**src/rtl/fetch_sequencer.sv**
```systemverilog
// rtl/fetch_sequencer.sv - multi-cycle fetch/decode/exec/writeback sequencer owning PC and IR; optional FETCH_SEQ_SINGLE_STEP_EN
module fetch_sequencer #(
  parameter int ADDR_W      = 8,
  parameter int RESET_PC    = 0,
  parameter int MEM_TIMEOUT = 15
) (
  input  logic              clk,
  input  logic              rst,
`ifdef FETCH_SEQ_SINGLE_STEP_EN
  input  logic              step,
`endif
  output logic              imem_req,
  output logic [ADDR_W-1:0] imem_addr,
  input  logic              imem_ack,
  input  logic [16:0]       imem_rdata,
  output logic [16:0]       ir,
  output logic              ir_valid,
  input  logic [1:0]        bs,
  input  logic              ps,
  input  logic              mw,
  input  logic [1:0]        md,
  input  logic              rw,
  input  logic              z_flag,
  input  logic [ADDR_W-1:0] bus_a,
  input  logic [ADDR_W-1:0] br_off,
  output logic              dmem_req,
  input  logic              dmem_ack,
  output logic              rw_en,
  output logic [ADDR_W-1:0] pc,
  output logic              retire,
  output logic              fault
);

  localparam int                CNT_W       = $clog2(MEM_TIMEOUT + 1);
  localparam logic [CNT_W-1:0]  TIMEOUT_CNT = CNT_W'(MEM_TIMEOUT);
  localparam logic [ADDR_W-1:0] RESET_PC_V  = ADDR_W'(RESET_PC);
  localparam logic [ADDR_W-1:0] PC_ONE      = ADDR_W'(1);

  typedef enum logic [2:0] {
    S_RESET,
    S_FETCH,
    S_DECODE,
    S_EXEC,
    S_WB,
    S_HOLD,
    S_FAULT
  } state_t;

  state_t            state_q;
  state_t            state_d;
  logic [ADDR_W-1:0] pc_q;
  logic [ADDR_W-1:0] pc_tgt;
  logic [ADDR_W-1:0] pc_tgt_q;
  logic [16:0]       ir_q;
  logic [CNT_W-1:0]  wait_q;
  logic              mem_op;
  logic              timed_out;

  assign mem_op    = mw | (md == 2'b01);
  assign timed_out = (wait_q == TIMEOUT_CNT);
  assign imem_addr = pc_q;
  assign pc        = pc_q;
  assign ir        = ir_q;
  assign fault     = (state_q == S_FAULT);

  // Next-instruction address from the decoder's branch controls, captured when EXEC ends
  always_comb begin
    pc_tgt = pc_q + PC_ONE;
    case (bs)
      2'b00: pc_tgt = pc_q + PC_ONE;
      2'b01: pc_tgt = (z_flag ^ ps) ? (pc_q + br_off) : (pc_q + PC_ONE);
      2'b10: pc_tgt = bus_a;
      2'b11: pc_tgt = pc_q + br_off;
      default: pc_tgt = pc_q + PC_ONE;
    endcase
  end

  // Sequencer next state and per-state request/strobe outputs
  always_comb begin
    state_d  = state_q;
    imem_req = 1'b0;
    dmem_req = 1'b0;
    ir_valid = 1'b0;
    rw_en    = 1'b0;
    retire   = 1'b0;
    case (state_q)
      S_RESET: state_d = S_FETCH;
      S_FETCH: begin
        imem_req = 1'b1;
        if (imem_ack)       state_d = S_DECODE;
        else if (timed_out) state_d = S_FAULT;
      end
      S_DECODE: begin
        ir_valid = 1'b1;
        state_d  = S_EXEC;
      end
      S_EXEC: begin
        ir_valid = 1'b1;
        if (mem_op) begin
          dmem_req = 1'b1;
          if (dmem_ack)       state_d = S_WB;
          else if (timed_out) state_d = S_FAULT;
        end else begin
          state_d = S_WB;
        end
      end
      S_WB: begin
        ir_valid = 1'b1;
        rw_en    = rw;
        retire   = 1'b1;
`ifdef FETCH_SEQ_SINGLE_STEP_EN
        state_d  = S_HOLD;
`else
        state_d  = S_FETCH;
`endif
      end
      S_HOLD: begin
`ifdef FETCH_SEQ_SINGLE_STEP_EN
        if (step) state_d = S_FETCH;
`else
        state_d = S_FETCH;
`endif
      end
      S_FAULT: state_d = S_FAULT;
      default: state_d = S_FAULT;
    endcase
  end

  // State register
  always_ff @(posedge clk) begin
    if (rst) state_q <= S_RESET;
    else     state_q <= state_d;
  end

  // PC, IR, branch target latch and memory wait counter
  always_ff @(posedge clk) begin
    if (rst) begin
      pc_q     <= RESET_PC_V;
      pc_tgt_q <= '0;
      ir_q     <= '0;
      wait_q   <= '0;
    end else begin
      if (state_q == S_FETCH && imem_ack)
        ir_q <= imem_rdata;
      if (state_q == S_EXEC && state_d == S_WB)
        pc_tgt_q <= pc_tgt;
      if (state_q == S_WB)
        pc_q <= pc_tgt_q;
      if (state_d != state_q)
        wait_q <= '0;
      else if ((imem_req && !imem_ack) || (dmem_req && !dmem_ack))
        wait_q <= wait_q + CNT_W'(1);
    end
  end

endmodule

```
**config.mk**
```make
export PLATFORM = sky130hd
export DESIGN_NAME = fetch_sequencer
export DESIGN_NICKNAME = d
export VERILOG_FILES = /design/src/rtl/fetch_sequencer.sv
export SDC_FILE = /design/constraint.sdc
export NUM_CORES = 1
export LEC_CHECK = 0
export ABC_AREA = 0
export ABC_CLOCK_PERIOD_IN_PS = 4800
export BUFFER_PORTS_ARGS = -buffer_cell sky130_fd_sc_hd__buf_2
export CAP_MARGIN = 10
export CORE_ASPECT_RATIO = 1.4
export CORE_MARGIN = 1.5
export CORE_UTILIZATION = 53
export DETAILED_ROUTE_END_ITERATION = 8
export PLACE_DENSITY = 0.88
export SYNTH_ARGS = -nofsm -noshare
export SYNTH_HDL_FRONTEND = slang
export SYNTH_SLANG_ARGS = --single-unit
export TNS_END_PERCENT = 50
```
**constraint.sdc**
```tcl
create_clock -name clk -period 4.8 [get_ports clk]
set_clock_uncertainty 0.15 [all_clocks]
set_input_delay 0.48 -clock clk [delete_from_list [all_inputs] [get_ports clk]]
set_output_delay 0.48 -clock clk [all_outputs]
set_load 0.01 [all_outputs]
```
==> Flow_metrics.wiki <==
{| class="wikitable"
! Metric !! Value
|-
| Worst hold path depth || 3
|-
| DR vias/cell || 5.54
|-
| Number of max-cap violations || 0
|-
| Power density over cell area || between 200 and 300 mW/mm^2
|-
| Post-layout worst setup margin || 2250 ps
|-
| Count of clock tree sinks || 40
|-
| Timing-limited maximum frequency || 392 MHz
|-
| Htree depth || 2
|-
| Bufs on Longest Clock Path || 2
|-
| Area Overhead vs Synth || 20.4%
|-
| Most instantiated library cell after synthesis || sky130_fd_sc_hd__nand2_1
|-
| Highest-delay cell along the critical path || sky130_fd_sc_hd__nor3b_2
|-
| LEAKAGE || approximately 1.2 nW
|-
| FFs w/ async S/R, synth || 0
|-
| Pin count of the biggest net entering global routing || 36
|-
| Actual transition at the worst max-transition pin || 901 ps
|-
| Start point of the worst min-delay path || imem_rdata[13]
|-
| Clock period minus worst slack || 2550 ps
|-
| Vias after detailed routing || 2150
|-
| Post-synth design cell area || 0.00226 mm^2
|-
| Category of the critical setup timing path || reg2out
|-
| Design internal power || between 0.5 and 0.6 mW
|-
| Hold EP || ir[13]
|-
| Slowest Stage Delay on Critical Path || 810 ps
|-
| Detailed-route wire length || about 5.2 mm
|-
| Placed cell areas || around 0.0026 mm^2
|-
| Overall track demand over capacity in global routing || 0.235
|-
| Number of antenna violations at the first check in global routing || 0
|-
| Number of filler instances in the final layout || 357
|-
| Main flop type after synthesis || sky130_fd_sc_hd__dfxtp_1
|-
| Hold Crit Class || in2reg
|-
| Total number of placement rows || 27
|-
| Share of power burned in registers || 0.480
|-
| Total of endpoints with negative setup slack in the final report || 0
|-
| R2R Path Start || imem_addr[0]
|-
| Failing checks || DRC
|-
| Post-CTS Hold Buffers || 0
|-
| Startpoint Class || register
|-
| Weighted congestion reported at the end of routability-driven placement || 0.843
|-
| Switching Power || 0.192 mW
|-
| Cells traversed along the worst timing path || nor3b_2 > or2_2 > buf_2
|-
| Cells after Synth || 273
|-
| Worst Path Required || 4170 ps
|-
| Worst R2R End || pc_tgt_q[6]
|-
| Reg2Reg Setup Slack || roughly 2500 ps
|-
| Count of routing violations after the opening detailed-route iteration || 131
|-
| Total Power Consumption || 0.737 mW
|-
| R2R cell count || 7
|-
| Element type at the critical path end || output pin
|-
| Count of yosys warnings during synthesis || 0
|-
| Placement Setup Slack || around 2400 ps
|-
| Latest clock arrival within the worst-skew pair || about 300 ps
|-
| Post-route clock period utilization || 0.532
|-
| Post-route setup TNS || 0 ps
|-
| Worst max-slew margin expressed relative to the limit || 0.397
|-
| Largest cells by area after synthesis || sky130_fd_sc_hd__dfxtp_1 35%, sky130_fd_sc_hd__nand2_1 7.1%, sky130_fd_sc_hd__a21oi_1 6.0%
|-
| TritonCTS clock tree || built
|-
| Number of hold-slack violations in the final timing report || 0
|-
| IO Pins || 84
|-
| Number of nets in the layout || 399
|-
| Run status || finished, violations left
|-
| Half-perimeter wire length after placement || between 4 and 5 mm
|-
| Grt ovf || 0
|-
| Clock transition at the registers of the reported paths || 80 ps
|-
| Max-slew violation count || 0
|-
| Die H || ~80 um
|-
| ANT cells || 0
|-
| Share of the synthesized area in the top cell type || 0.354
|-
| Switching Fraction || 0.261
|-
| Flops & latches, synth || 40
|-
| Routed WL per cell || between 10 and 15 um
|-
| Util after Layout || 0.677
|-
| Antenna viol nets, final || 0
|-
| # DRC || 6
|-
| Highest net fanout along the worst path || 16
|-
| Biggest area consumer among synthesized cells || sky130_fd_sc_hd__dfxtp_1
|-
| Number of buffers added by the clock tree synthesis step || 5
|-
| Share of synthesized area occupied by flip-flops and latches || 0.354
|-
| Buffers on Ports || 83
|-
| Relative contribution of combinational cells to total power || 0.137
|-
| Unique masters post-synth || 46
|-
| DRT Pass-1 Iters || 7
|-
| Clock root buffer || sky130_fd_sc_hd__clkbuf_8
|-
| Average cell area after synthesis || 8.28 um^2
|-
| Quantity of gates resized following cts || 0
|-
| Proportion of power drawn by the clock network || 0.383
|-
| Most instantiated cells after synthesis || 43 x sky130_fd_sc_hd__nand2_1, 40 x sky130_fd_sc_hd__dfxtp_1, 27 x sky130_fd_sc_hd__a21oi_1
|-
| Initial cell density of the core || 0.562
|-
| Proportion of layout cells with a drive suffix above 1 || 0.299
|-
| Post-CTS Setup Repair Bufs || 0
|-
| Post-Synthesis Net Count || 328
|-
| Die ar. || 0.00467 mm^2
|-
| Core ar. || 0.00402 mm^2
|-
| Peak ir drop on the vdd network || 161 uV
|-
| Post-synth EDFFs || 0
|-
| Vias in the first global route || just over 2000
|-
| Wire length of the first global-routing pass || 8.54 mm
|-
| Final standard cell area without fillers || ~0.0027 mm^2
|-
| WP data arrival || 1920 ps
|-
| Width of the chip || 58.2 um
|-
| RSZ-0062 raised after global routing || no
|}
==> how the worst max path moves through the flow <==
stage	start	end	slack (ps)	cells past startpoint
after floorplan	br_off[0]	pc_tgt_q[6]	2630	7
after global placement	br_off[0]	pc_tgt_q[6]	2480	8
after detailed placement	br_off[0]	pc_tgt_q[6]	2380	8
after CTS	state_q[1]	ir_valid	2230	3
after global routing	state_q[1]	rw_en	2100	3
final	state_q[1]	ir_valid	2250	3
==> flip-flops by register name, summed over array words and instances, names as in the netlist <==
| signal | flops |
|---|---|
| imem_addr | 8 |
| state_q | 3 |
| pc_tgt_q | 8 |
| ir | 17 |
| wait_q | 4 |
==> metrics by stage <==
step           hold slack [ps]  instances
2_1_floorplan              305        273
3_3_place_gp               289        380
3_5_place_dp               294        380
4_1_cts                    249        388
5_1_grt                    253        388
6_report                   260        388
==> power by group through the flow <==
stage                     Combinational [mW]  Sequential [mW]  Clock, mW
final                                  0.101            0.354      0.282
after global routing                   0.114            0.355      0.299
after CTS                              0.102            0.354      0.289
after detailed placement               0.101            0.361          0
after global placement                0.0992            0.361          0
after floorplan                       0.0645            0.361          0
==> layout by cell type (no fill, tap or decap), types with 5 or more instances in the layout <==
cell type                   n
sky130_fd_sc_hd__a211oi_1   7
sky130_fd_sc_hd__a21oi_1   27
sky130_fd_sc_hd__a221oi_1   7
sky130_fd_sc_hd__buf_2     83
sky130_fd_sc_hd__clkbuf_8   5
sky130_fd_sc_hd__dfxtp_1   40
sky130_fd_sc_hd__ha_1       9
sky130_fd_sc_hd__mux2i_1    9
sky130_fd_sc_hd__nand2_1   43
sky130_fd_sc_hd__nand3_1    8
sky130_fd_sc_hd__nor2_1    26
sky130_fd_sc_hd__o211ai_1   7
sky130_fd_sc_hd__xnor2_1   11
==> kinds of logic (layout without fill, tap and decap cells) <==
group	after synthesis	count (layout)	synth area share
fa+ha+maj	10	10	0.0587
mux	10	10	0.0448
compound gates	71	71	0.209
xor+xnor	15	15	0.0581
flops	40	40	0.354
buf+inv	23	95	0.0609
simple gates	104	104	0.215
==> layout make-up <==
type                       count  area, um^2  area share
multi-input combinational    210        1320       0.486
sequential                    40         801       0.294
timing repair buffer          83         415       0.153
clock buffer                   5        68.8      0.0253
tap                           43        53.8      0.0198
clock inverter                 3        46.3      0.0170
inverter                       4        15.0     0.00551
==> critical path: cells and delay by family (launching register included) <==
kind          cells  cell delay (ps)
buf+inv           1              120
flops             1              470
simple gates      2             1040
==> layer usage <==
metal / global-route usage / vias to the layer above / part of all wire
met5: 0 / - / 0
met2: 0.422 / 82 / 0.51
met4: 0.126 / 0 / 0.026
met3: 0.0419 / 12 / 0.050
li1: - / 1095 / -
met1: 0.257 / 961 / 0.42
Note: power is estimated with default switching activity, not from simulation.
